## src/rtl/usb_tx_phy.sv

```systemverilog
// Full-speed USB transmit line driver: serialises handshake bytes with SYNC, bit stuffing,
// NRZI and EOP onto the D+/D- pads.
module usb_tx_phy #(
  parameter int unsigned CLKS_PER_BIT = 4
) (
  input  logic       clk,
  input  logic       usb_reset,
  input  logic [7:0] tx_data,
  input  logic       tx_valid,
  output logic       tx_ready,
  output logic       tx_active,
  output logic       usb_oe,
  output logic       usb_dp,
  output logic       usb_dn
);

  localparam int unsigned PhaseW = $clog2(CLKS_PER_BIT);
  localparam logic [PhaseW-1:0] PhaseLast = PhaseW'(CLKS_PER_BIT - 1);
  localparam logic [7:0] SyncPattern = 8'h80;

  typedef enum logic [2:0] {
    StIdle,
    StSync,
    StData,
    StStuff,
    StEopSe0,
    StEopJ
  } state_e;

  state_e            state_q, state_d;
  logic [PhaseW-1:0] phase_q, phase_d;
  logic [2:0]        bit_cnt_q, bit_cnt_d;
  logic [2:0]        stuff_cnt_q, stuff_cnt_d;
  logic [7:0]        shift_q, shift_d;
  logic              ready_q, ready_d;
  logic              oe_q, oe_d;
  logic              dp_q, dp_d;
  logic              dn_q, dn_d;

  logic tick;
  logic send_en;
  logic send_bit;

  assign tick = (phase_q == PhaseLast);

  always_comb begin
    state_d     = state_q;
    phase_d     = phase_q;
    bit_cnt_d   = bit_cnt_q;
    stuff_cnt_d = stuff_cnt_q;
    shift_d     = shift_q;
    ready_d     = 1'b0;
    oe_d        = oe_q;
    dp_d        = dp_q;
    dn_d        = dn_q;
    send_en     = 1'b0;
    send_bit    = 1'b0;

    if (state_q != StIdle) begin
      phase_d = tick ? '0 : phase_q + 1'b1;
    end

    unique case (state_q)
      StIdle: begin
        if (tx_valid) begin
          state_d   = StSync;
          phase_d   = '0;
          bit_cnt_d = 3'd0;
          shift_d   = SyncPattern;
          oe_d      = 1'b1;
          send_en   = 1'b1;
          send_bit  = SyncPattern[0];
        end
      end
      // shift_q[0] is the bit currently on the line; a stuff bit leaves it in place
      StSync, StData, StStuff: begin
        if (tick) begin
          if (stuff_cnt_q == 3'd6) begin
            state_d  = StStuff;
            send_en  = 1'b1;
            send_bit = 1'b0;
          end else if (bit_cnt_q != 3'd7) begin
            state_d   = (state_q == StSync) ? StSync : StData;
            shift_d   = {1'b0, shift_q[7:1]};
            bit_cnt_d = bit_cnt_q + 3'd1;
            send_en   = 1'b1;
            send_bit  = shift_q[1];
          end else if (tx_valid) begin
            state_d   = StData;
            shift_d   = tx_data;
            bit_cnt_d = 3'd0;
            ready_d   = 1'b1;
            send_en   = 1'b1;
            send_bit  = tx_data[0];
          end else begin
            state_d     = StEopSe0;
            bit_cnt_d   = 3'd0;
            stuff_cnt_d = 3'd0;
            dp_d        = 1'b0;
            dn_d        = 1'b0;
          end
        end
      end
      StEopSe0: begin
        if (tick) begin
          if (bit_cnt_q == 3'd1) begin
            state_d   = StEopJ;
            bit_cnt_d = 3'd0;
            dp_d      = 1'b1;
            dn_d      = 1'b0;
          end else begin
            bit_cnt_d = bit_cnt_q + 3'd1;
          end
        end
      end
      StEopJ: begin
        if (tick) begin
          state_d = StIdle;
          phase_d = '0;
          shift_d = 8'h00;
          oe_d    = 1'b0;
        end
      end
      default: begin
        state_d = StIdle;
      end
    endcase

    // NRZI: a 0 toggles the line, a 1 holds it; the stuff counter tracks the run of 1s
    if (send_en) begin
      dp_d        = send_bit ? dp_q : ~dp_q;
      dn_d        = ~dp_d;
      stuff_cnt_d = send_bit ? stuff_cnt_q + 3'd1 : 3'd0;
    end
  end

  always_ff @(posedge clk or posedge usb_reset) begin
    if (usb_reset) begin
      state_q     <= StIdle;
      phase_q     <= '0;
      bit_cnt_q   <= 3'd0;
      stuff_cnt_q <= 3'd0;
      shift_q     <= 8'h00;
      ready_q     <= 1'b0;
      oe_q        <= 1'b0;
      dp_q        <= 1'b1;
      dn_q        <= 1'b0;
    end else begin
      state_q     <= state_d;
      phase_q     <= phase_d;
      bit_cnt_q   <= bit_cnt_d;
      stuff_cnt_q <= stuff_cnt_d;
      shift_q     <= shift_d;
      ready_q     <= ready_d;
      oe_q        <= oe_d;
      dp_q        <= dp_d;
      dn_q        <= dn_d;
    end
  end

  assign tx_ready  = ready_q;
  assign tx_active = oe_q;
  assign usb_oe    = oe_q;
  assign usb_dp    = dp_q;
  assign usb_dn    = dn_q;

endmodule

```

## config.mk

```make
export PLATFORM = sky130hd
export DESIGN_NAME = usb_tx_phy
export DESIGN_NICKNAME = d
export VERILOG_FILES = /design/src/rtl/usb_tx_phy.sv
export SDC_FILE = /design/constraint.sdc
export NUM_CORES = 1
export LEC_CHECK = 0
export ABC_CLOCK_PERIOD_IN_PS = 2100
export BUFFER_PORTS_ARGS = -buffer_cell sky130_fd_sc_hd__buf_4
export CAP_MARGIN = 20
export CELL_PAD_IN_SITES_DETAIL_PLACEMENT = 1
export CELL_PAD_IN_SITES_GLOBAL_PLACEMENT = 1
export CORE_MARGIN = 2
export CORE_UTILIZATION = 44
export DETAILED_ROUTE_END_ITERATION = 6
export HOLD_SLACK_MARGIN = 0.06
export PLACE_DENSITY_LB_ADDON = 0.08
export SKIP_CTS_REPAIR_TIMING = 1
export SYNTH_ARGS = -nofsm -noshare
export SYNTH_HDL_FRONTEND = slang
export SYNTH_SLANG_ARGS = --single-unit
```

## constraint.sdc

```tcl
create_clock -name clk -period 2.1 [get_ports clk]
set_input_delay 0.105 -clock clk [delete_from_list [all_inputs] [get_ports clk]]
set_output_delay 0.105 -clock clk [all_outputs]
set_load 0.05 [all_outputs]
```

==> summary.txt, run 1 <==
Logic synthesis
  • Cell taking the most area after synthesis: dfrtp_1
  • Syn_nets: 159
  • Sequential area share after synthesis: 0.393
  • Synth Register Bits: 22
  • Netlist cell types: 48
  • Mapped Cells: 142
  • Yosys warns: 0
  • Syn_area_per_cell: 9.90 um^2
  • Mapped Area: 1410 um^2
  • Top cell type's share of synthesized area: 0.374
  • Leading post-synthesis cells by cell area: dfrtp_1 (37%), mux2i_1 (6.4%), mux2_2 (5.6%)

Clocking
  • Worst-path clk slew: 0.13 ns
  • Root buffer cell: clkbuf_4
  • H-Tree Level Count: 1
  • CTS buffer count: 3
  • Maximum root-to-sink buffer count: 2
  • Insertion delay to the later sink of the worst-skew pair: 0.31 ns
  • CTS Sinks: 22
  • CTS tree: done

Final layout
  • Layout Area Growth over Synthesis: 16.6%
  • Commonest non-fill, non-tap cell in the layout: buf_4
  • Fin nets: 181
  • Commonest non-fill, non-tap cells in the layout: buf_4 (26), dfrtp_1 (21), nor2_1 (11)
  • Final non-filler cell area: 1640 um^2
  • Final design utilization: 0.536
  • Post-route insts no fill: 207
  • Ant diodes: 0
  • Layout cells sized above 1: 0.270
  • Fill cell count: 359

Worst hold path
  • Worst hold path startpoint: tx_valid
  • Hold Crit Class: in2reg
  • WHS Endpoint: tx_ready
  • Hold Crit Depth: 3

Routing
  • Drt wl/cell: 15.8 um
  • Residual DRC: 0
  • Initial drt markers: 50
  • DR vias/cell: 5.45
  • Drt pass-1 iters: 4
  • WL final: 3.27 mm
  • DRT antenna net count: 0
  • Via Count: 1128

Status
  • Outcome: finished, final reports clean

Setup path
  • Reg2Reg Depth: 6
  • Highest fanout seen on the critical path: 7
  • Worst EP required: 2.31 ns
  • Crit end category: register
  • CP Data Arrival Time: 2.15 ns
  • FF-to-FF setup slack: 0.16 ns
  • WS Path Type: reg2reg
  • Startpoint types: register
  • Worst r2r src: bit_cnt_q[0]
  • Reg-to-Reg End: shift_q[6]

STA
  • Fmax: 0.516 GHz
  • Final Max Tran Viols: 0
  • RSZ-0062 raised after global routing: no
  • Clk_skew: 0.00561 ns
  • Setup TNS: 0 ns
  • Slew HR: 0.434
  • Final setup fails: 0
  • Final Cycle Share: 0.923
  • Min Hold Slack: 0.0769 ns
  • Worst-Margin Slew: 0.848 ns
  • Fin. Hold Viols: 0
  • Tmin final: 1.94 ns

Pwr
  • VDD IR-drop max: 0.486 mV
  • Leakage: 0.729 nW
  • NetSw: 0.904 mW
  • Seq pwr share: 0.334
  • Pint: 1.17 mW
  • Comb power frac: 0.566
  • Clock power frac: 0.100
  • PwrDens: 1270 nW/um^2
  • Sw frac: 0.436

Placement
  • DP Cell Count: 202
  • GPL Wtd Cong: 0.859
  • Number of port buffers: 15
  • Placement Cell Area: 1600 um^2
  • DP Wirelength: 2.52 mm

Floorplanning
  • Die width: 60.5 um
  • Die area: 3660 um^2
  • Initial core utilization: 0.460
  • FP Rows: 20
  • Core ar.: 3050 um^2
  • Num ports: 16
  • Die Y-Extent: 60.5 um

GRT
  • Largest net degree at the start of global routing: 23
  • GRT Total Usage: 0.204
  • Vias in the first global route: 1106
  • First-pass GRT wire length: 5.50 mm
  • Initial antenna violation count: 0
  • Total grt overflow: 0

Flow run
  • MaxCap Viol Count: 0
-- metrics by stage --
stage                     setup slack (ns)  power [mW]
after global placement               0.225        1.84
final                                0.162        2.07
after floorplan                      0.324        1.55
after detailed placement             0.172        1.88
after CTS                            0.163        2.09
after global routing                0.0619        2.23
-- Yosys cell counts, drive strengths merged --
master / n
nor2: 11
mux2: 7
inv: 8
or4b: 1
clkbuf: 3
or4bb: 1
o21bai: 2
nor2b: 3
o21ai: 10
xor2: 1
mux2i: 9
nor3b: 2
dfrtp: 21
nand2: 9
a221o: 1
nand3: 2
a22o: 2
nor4: 2
nand4: 1
o22a: 1
a21oi: 5
nand2b: 4
and3: 1
dfstp: 1
a31oi: 1
and2: 1
a21bo: 1
a211oi: 1
o21a: 1
o31ai: 2
or2: 1
o22ai: 3
buf: 7
nand3b: 1
o211ai: 2
o2bb2ai: 1
nor3: 2
ha: 6
nand4b: 1
o2111a: 1
a21o: 1
or3: 1
-- per-layer routing --
| layer | vias to the layer above | part of all wire | global-route usage |
|---|---|---|---|
| met5 | - | 0 | 0 |
| li1 | 549 | - | - |
| met4 | 0 | 0.0080 | 0.0590 |
| met2 | 19 | 0.49 | 0.331 |
| met3 | 4 | 0.022 | 0.0213 |
| met1 | 556 | 0.48 | 0.289 |
-- critical path, stage by stage, from the launching register on --
cell and delay, ns:
dfrtp_1 0.43, ha_1 0.22, ha_1 0.27, nand2b_1 0.14, nor3b_1 0.33, o22ai_4 0.16
mux2_2 0.29
-- sequential cells by signal, summed over array words and instances, names as in the netlist --
register	cells
bit_cnt_q	3
state_q	3
shift_q	7
tx_ready	1
tx_active	1
stuff_cnt_q	3
phase_q	2
usb_dn	1
usb_dp	1
-- layout make-up --
class / count / area (um^2) / share of cell area
well taps: 44 / 55.1 / 0.0336
repair buffers: 27 / 205 / 0.125
inverters: 8 / 30.0 / 0.0183
multi-input cells: 102 / 769 / 0.470
clock buffers: 4 / 26.3 / 0.0160
flip-flops and latches: 22 / 552 / 0.337
-- cell families (layout without fill, tap and decap cells) --
logic type / count (synthesis) / count (layout) / share of synthesized area
AO/OA/AOI/OAI: 35 / 35 / 0.193
flip-flops: 22 / 22 / 0.393
multiplexers: 16 / 16 / 0.120
adder cells (fa/ha/maj): 6 / 6 / 0.0534
XOR/XNOR: 1 / 1 / 0.00623
buffers and inverters: 18 / 39 / 0.0597
AND/OR/NAND/NOR: 44 / 44 / 0.175
-- how the worst max path moves through the flow --
| stage | from | end | slack [ns] | depth (start not counted) |
|---|---|---|---|---|
| after global routing | state_q[1] | usb_dp | 0.06 | 5 |
| after detailed placement | bit_cnt_q[0] | shift_q[6] | 0.17 | 6 |
| after floorplan | bit_cnt_q[0] | shift_q[1] | 0.32 | 6 |
| after global placement | state_q[1] | usb_dp | 0.23 | 5 |
| after CTS | bit_cnt_q[0] | shift_q[6] | 0.16 | 6 |
| final | bit_cnt_q[0] | shift_q[6] | 0.16 | 6 |
-- power groups by stage --
stage	registers [mW]	clock network [mW]	logic [mW]
3_5_place_dp	0.699	0	1.18
6_report	0.693	0.206	1.17
2_1_floorplan	0.727	0	0.825
4_1_cts	0.690	0.211	1.19
5_1_grt	0.710	0.233	1.29
3_3_place_gp	0.691	0	1.15
No activity file was read; power rests on OpenSTA's default activity.
==> run 2: changes to the inputs <==
- GPL_TIMING_DRIVEN: default -> 0
==> summary.txt, run 2 (synthesis gave the netlist of run 1 again) <==
Floorplanning
  • Initial core utilization: 0.460 (unchanged)
  • Die width: 60.5 um (unchanged)
  • Core ar.: 3050 um^2 (unchanged)
  • Num ports: 16 (unchanged)
  • Die area: 3660 um^2 (unchanged)
  • Die Y-Extent: 60.5 um (unchanged)
  • FP Rows: 20 (unchanged)

Clocking
  • Root buffer cell: clkbuf_4
  • CTS buffer count: 3 (unchanged)
  • Maximum root-to-sink buffer count: 2 (unchanged)
  • Worst-path clk slew: 0.13 ns (about the same)
  • Insertion delay to the later sink of the worst-skew pair: 0.31 ns (about the same)
  • CTS tree: done
  • CTS Sinks: 22 (unchanged)
  • H-Tree Level Count: 1 (unchanged)

Setup path
  • Critical path's top delay family: compound AO/OA/AOI/OAI gates
  • CP Cell Sequence: ha_1, ha_1, nand2b_1, a211oi_2, xor2_1, a22o_1
  • Slowest cell delay on critical path: 0.43 ns (about the same)
  • Worst EP required: 2.31 ns (about the same)
  • CP Data Arrival Time: 2.12 ns (-0.03 ns)
  • WS Path Type: reg2reg
  • Highest fanout seen on the critical path: 6 (-1)
  • Most Frequent Cell on Critical Path: ha_1
  • Critical Path Slowest Stage Cell: dfrtp_1
  • Crit path buf inv count: 0 (unchanged)
  • Startpoint types: register
  • Crit end category: register

Pwr
  • Leakage: 0.719 nW (-1.4%)
  • Power, Total: 2.07 mW (-0.28%)
  • PwrDens: 1270 nW/um^2 (+0.41%)
  • VDD IR-drop max: 0.524 mV (+7.6%)

STA
  • Fin. Hold Viols: 0 (unchanged)
  • Final setup fails: 0 (unchanged)
  • Final Cycle Share: 0.908 (-0.0148)
  • Setup TNS: 0 ns (unchanged)
  • Final Max Tran Viols: 0 (unchanged)
  • Fmax: 0.524 GHz (+1.6%)
  • Clk_skew: 0.00282 ns (-0.00279 ns)
  • RSZ-0062 raised after global routing: no
  • Slew HR: 0.407 (-0.0274)
  • Tmin final: 1.91 ns (-0.0311 ns)
  • Worst-Margin Slew: 0.889 ns (+0.0410 ns)

Routing
  • Via Count: 1138 (+0.89%)
  • DRT antenna net count: 0 (unchanged)
  • DR vias/cell: 5.52 (+1.4%)
  • Residual DRC: 0 (unchanged)
  • Drt wl/cell: 16.1 um (+2.1%)
  • Drt pass-1 iters: 4 (unchanged)
  • Initial drt markers: 51 (+2.0%)
  • WL final: 3.32 mm (+1.6%)

Final layout
  • Largest register by flop count: shift_q
  • Commonest non-fill, non-tap cells in the layout: dfrtp_1 (21), buf_4 (16), nor2_1 (11)
  • Ant diodes: 0 (unchanged)
  • Fin nets: 180 (-0.55%)
  • Commonest non-fill, non-tap cell in the layout: dfrtp_1
  • Layout Area Growth over Synthesis: 15.8%
  • Layout cells sized above 1: 0.265 (-0.00451)
  • Number of flip-flops in the largest register: 7 (unchanged)
  • Fill cell count: 388 (+8.1%)

Placement
  • GPL Wtd Cong: 0.810 (-5.7%)
  • DP Wirelength: 2.53 mm (+0.38%)
  • Number of port buffers: 15 (unchanged)

Worst hold path
  • Hold Crit Class: in2reg

GRT
  • GR Util met3: 0.0192 (-0.00213)
  • Initial antenna violation count: 0 (unchanged)
  • GRT Total Usage: 0.216 (+0.0120)
  • GR peak layer: met2
  • Total grt overflow: 0 (unchanged)
  • First-pass GRT wire length: 5.78 mm (+5.1%)
  • Vias in the first global route: 1233 (+11%)
  • M2 GR Usage: 0.371 (+0.0404)
  • Largest net degree at the start of global routing: 23 (unchanged)
  • Met1 Usage GRT: 0.281 (-0.00821)

Flow run
  • MaxCap Viol Count: 0 (unchanged)

Status
  • Outcome: finished, final reports clean
==> run 2: cell count changes in the layout (fill, tap and decap cells not counted) <==
cell	previous run	this run
buf_4	26	16
buf_2	0	4
clkbuf_2	0	2
buf_6	0	1
clkbuf_1	1	2
clkbuf_8	0	1
nor3b_1	2	1
nor3b_2	0	1
==> run 2: worst paths after layout <==
path | start | to | slack (ns) | depth (start not counted)
setup / recovery | bit_cnt_q[0] | usb_dn | 0.19 | 6
hold / removal | tx_valid | tx_ready | 0.07 | 3
setup reg to reg | bit_cnt_q[0] | usb_dn | 0.19 | 6
hold reg to reg | shift_q[2] | shift_q[2] | 0.52 | 1
max in group asynchronous | usb_reset | tx_ready | 1.04 | 3
min in group asynchronous | usb_reset | bit_cnt_q[1] | 0.52 | 3
==> run 2: tightest hold or removal path, cell delays in order <==
cell	delay (ns)
buf_4	0.15
nand2_1	0.07
nor3_1	0.04
==> run 2: area by class of cell <==
cell class              count  area [um^2]  area share
multi-input cells         102          774       0.476
plain buffers              10         56.3      0.0346
clock buffers               4         36.3      0.0223
repair buffers             16          123      0.0754
flip-flops and latches     22          552       0.339
inverters                   8         30.0      0.0185
well taps                  44         55.1      0.0338
==> run 2: through the flow <==
| step | setup WS [ns] | area (um^2) | utilization | instances | hold slack (ns) |
|---|---|---|---|---|---|
| 2_1_floorplan | 0.324 | 1410 | - | 142 | 0.0935 |
| 3_3_place_gp | 0.133 | 1570 | 0.515 | 201 | 0.331 |
| 3_5_place_dp | 0.0830 | 1570 | 0.515 | 201 | 0.348 |
| 4_1_cts | 0.0362 | 1610 | 0.527 | 205 | -0.0164 |
| 5_1_grt | 0.0440 | 1630 | 0.533 | 206 | 0.0689 |
| 6_report | 0.193 | 1630 | 0.533 | 206 | 0.0711 |
==> run 2: routing by layer <==
metal  up-vias  part of all wire
met2        18              0.50
met4         0             0.020
met3         6             0.022
li1        545                 -
met1       569              0.46
met5         -                 0
==> run 2: power breakdown <==
part | leakage, nW | switching, mW | total [mW] | internal [mW]
clock | 0.0210 | 0.134 | 0.240 | 0.106
sequential | 0.283 | 0.0849 | 0.646 | 0.562
combinational | 0.415 | 0.682 | 1.18 | 0.498
==> run 3: changes to the inputs <==
- CELL_PAD_IN_SITES_DETAIL_PLACEMENT: 1 -> 2
- CELL_PAD_IN_SITES_GLOBAL_PLACEMENT: 1 -> 2
- CORE_UTILIZATION: 44 -> 36
==> summary.txt, run 3 (synthesis gave the netlist of run 1 again) <==
Pwr
  • Power, Total: 2.18 mW (+5.3%)
  • Sw frac: 0.436 (about the same)
  • Clock power frac: 0.145 (+0.029)
  • Seq pwr share: 0.298 (-0.015)
  • VDD IR-drop max: 0.380 mV (-27%)
  • PwrDens: 1320 nW/um^2 (+3.9%)
  • Comb power frac: 0.557 (-0.014)
  • Leakage: 0.722 nW (+0.49%)
  • Pint: 1.23 mW (+5.4%)
  • NetSw: 0.948 mW (+5.2%)

STA
  • Slew HR: 0.410 (+0.00333)
  • Clk_skew: 0.00450 ns (+0.00168 ns)
  • Worst-Margin Slew: 0.884 ns (-0.00499 ns)
  • Final Max Tran Viols: 0 (unchanged)
  • Tmin final: 1.95 ns (+0.0412 ns)
  • Min Hold Slack: 0.0235 ns (-0.0476 ns)
  • Fin. Hold Viols: 0 (unchanged)
  • Fmax: 0.513 GHz (-2.1%)
  • Final setup fails: 0 (unchanged)
  • Final Cycle Share: 0.928 (+0.0196)
  • RSZ-0062 raised after global routing: no

Setup path
  • WS Path Type: reg2reg
  • CP Cell Sequence: ha_1, ha_1, nand2b_1, nor3b_2, o22ai_4, mux2_2
  • CP Launch Point: bit_cnt_q[0]
  • Worst r2r src: bit_cnt_q[0]
  • Critical path's top delay family: adder cells
  • Most Frequent Cell on Critical Path: ha_1
  • Crit end category: register
  • Worst EP required: 2.26 ns (-0.05 ns)
  • Startpoint types: register
  • Crit path buf inv count: 0 (unchanged)
  • CP Data Arrival Time: 2.11 ns (about the same)
  • Slowest cell delay on critical path: 0.40 ns (-0.03 ns)
  • Highest fanout seen on the critical path: 7 (+1)
  • Critical Path Slowest Stage Cell: dfrtp_1

Final layout
  • Largest register by flop count: shift_q
  • Number of flip-flops in the largest register: 7 (unchanged)
  • Layout cells sized above 1: 0.267 (+0.00165)
  • Ant diodes: 0 (unchanged)
  • Commonest non-fill, non-tap cells in the layout: dfrtp_1 (21), buf_4 (16), nor2_1 (11)
  • Fin nets: 179 (-0.56%)
  • Layout Area Growth over Synthesis: 17.3%
  • Post-route insts no fill: 209 (+1.5%)
  • Fill cell count: 411 (+5.9%)
  • Final design utilization: 0.443 (-0.0894)
  • Commonest non-fill, non-tap cell in the layout: dfrtp_1

Status
  • Outcome: finished, final reports clean

Routing
  • Drt wl/cell: 17.6 um (+9.4%)
  • Drt pass-1 iters: 4 (unchanged)
  • Via Count: 1151 (+1.1%)
  • DR vias/cell: 5.51 (-0.31%)
  • WL final: 3.69 mm (+11%)
  • DRT antenna net count: 0 (unchanged)
  • Residual DRC: 0 (unchanged)
  • Initial drt markers: 41 (-20%)

Floorplanning
  • Die width: 66.5 um (+9.9%)
  • Num ports: 16 (unchanged)
  • FP Rows: 22 (+10%)
  • Initial core utilization: 0.378 (-0.0821)
  • Die area: 4420 um^2 (+21%)
  • Core ar.: 3720 um^2 (+22%)
  • Die Y-Extent: 66.5 um (+9.9%)

GRT
  • Vias in the first global route: 1240 (+0.57%)
  • GRT Total Usage: 0.191 (-0.0242)
  • Initial antenna violation count: 0 (unchanged)
  • Largest net degree at the start of global routing: 23 (unchanged)
  • First-pass GRT wire length: 6.31 mm (+9.1%)
  • Total grt overflow: 0 (unchanged)

Clocking
  • Insertion delay to the later sink of the worst-skew pair: 0.27 ns (-0.04 ns)
  • CTS tree: done
  • Worst-path clk slew: 0.09 ns (-0.04 ns)
  • CTS buffer count: 3 (unchanged)
  • CTS Sinks: 22 (unchanged)
  • H-Tree Level Count: 1 (unchanged)
  • Root buffer cell: clkbuf_8
  • Maximum root-to-sink buffer count: 2 (unchanged)

Worst hold path
  • Hold Crit Class: in2async

Placement
  • DP Cell Count: 205 (+2.0%)
  • Number of port buffers: 15 (unchanged)
  • GPL Wtd Cong: 0.725 (-11%)
  • DP Wirelength: 2.79 mm (+10%)

Flow run
  • MaxCap Viol Count: 0 (unchanged)
## run 3: cell types whose count changed in the layout (fill, tap and decap cells not counted), sizes merged
| cell | previous run | this run |
|---|---|---|
| dlygate4sd3 | 1 | 0 |
## run 3: routing by layer
layer	vias to the layer above	GRT usage	wire (um)	part of all wire
met1	587	0.252	1720	0.47
met3	5	0.0321	91	0.025
li1	543	-	-	-
met5	-	0	0	0
met2	16	0.330	1850	0.50
met4	0	0.0383	27	0.0073
## run 3: power groups by stage
stage               clock network [mW]  registers, mW  logic [mW]
floorplan                            0          0.727       0.825
global placement                     0          0.646        1.14
detailed placement                   0          0.661        1.20
CTS                              0.325          0.652        1.21
global route                     0.342          0.671        1.34
finish                           0.315          0.649        1.21
## run 3: through the flow
step                      worst slack [ns]  TNS [ns]  instance area (um^2)
after floorplan                      0.324         0                  1410
after global placement              0.0836         0                  1580
after detailed placement           0.00604         0                  1580
after CTS                         -0.00588  -0.00906                  1630
after global routing                0.0146         0                  1650
final                                0.152         0                  1650
## run 3: worst paths after layout
kind / end / slack (ns) / cells past startpoint
setup / recovery: shift_q[1] / 0.15 / 6
hold / removal: stuff_cnt_q[0] / 0.02 / 2
setup reg to reg: shift_q[1] / 0.15 / 6
hold reg to reg: shift_q[2] / 0.51 / 1
max in group asynchronous: shift_q[2] / 1.53 / 2
min in group clk: tx_ready / 0.15 / 3
## run 3: final cells by class
class | count | area [um^2] | area share
Buffer | 10 | 56.3 | 0.0342
Clock buffer | 4 | 55.1 | 0.0334
Multi-Input combinational cell | 102 | 782 | 0.475
Tap cell | 48 | 60.1 | 0.0364
Inverter | 8 | 30.0 | 0.0182
Timing Repair Buffer | 15 | 113 | 0.0683
Sequential cell | 22 | 552 | 0.335
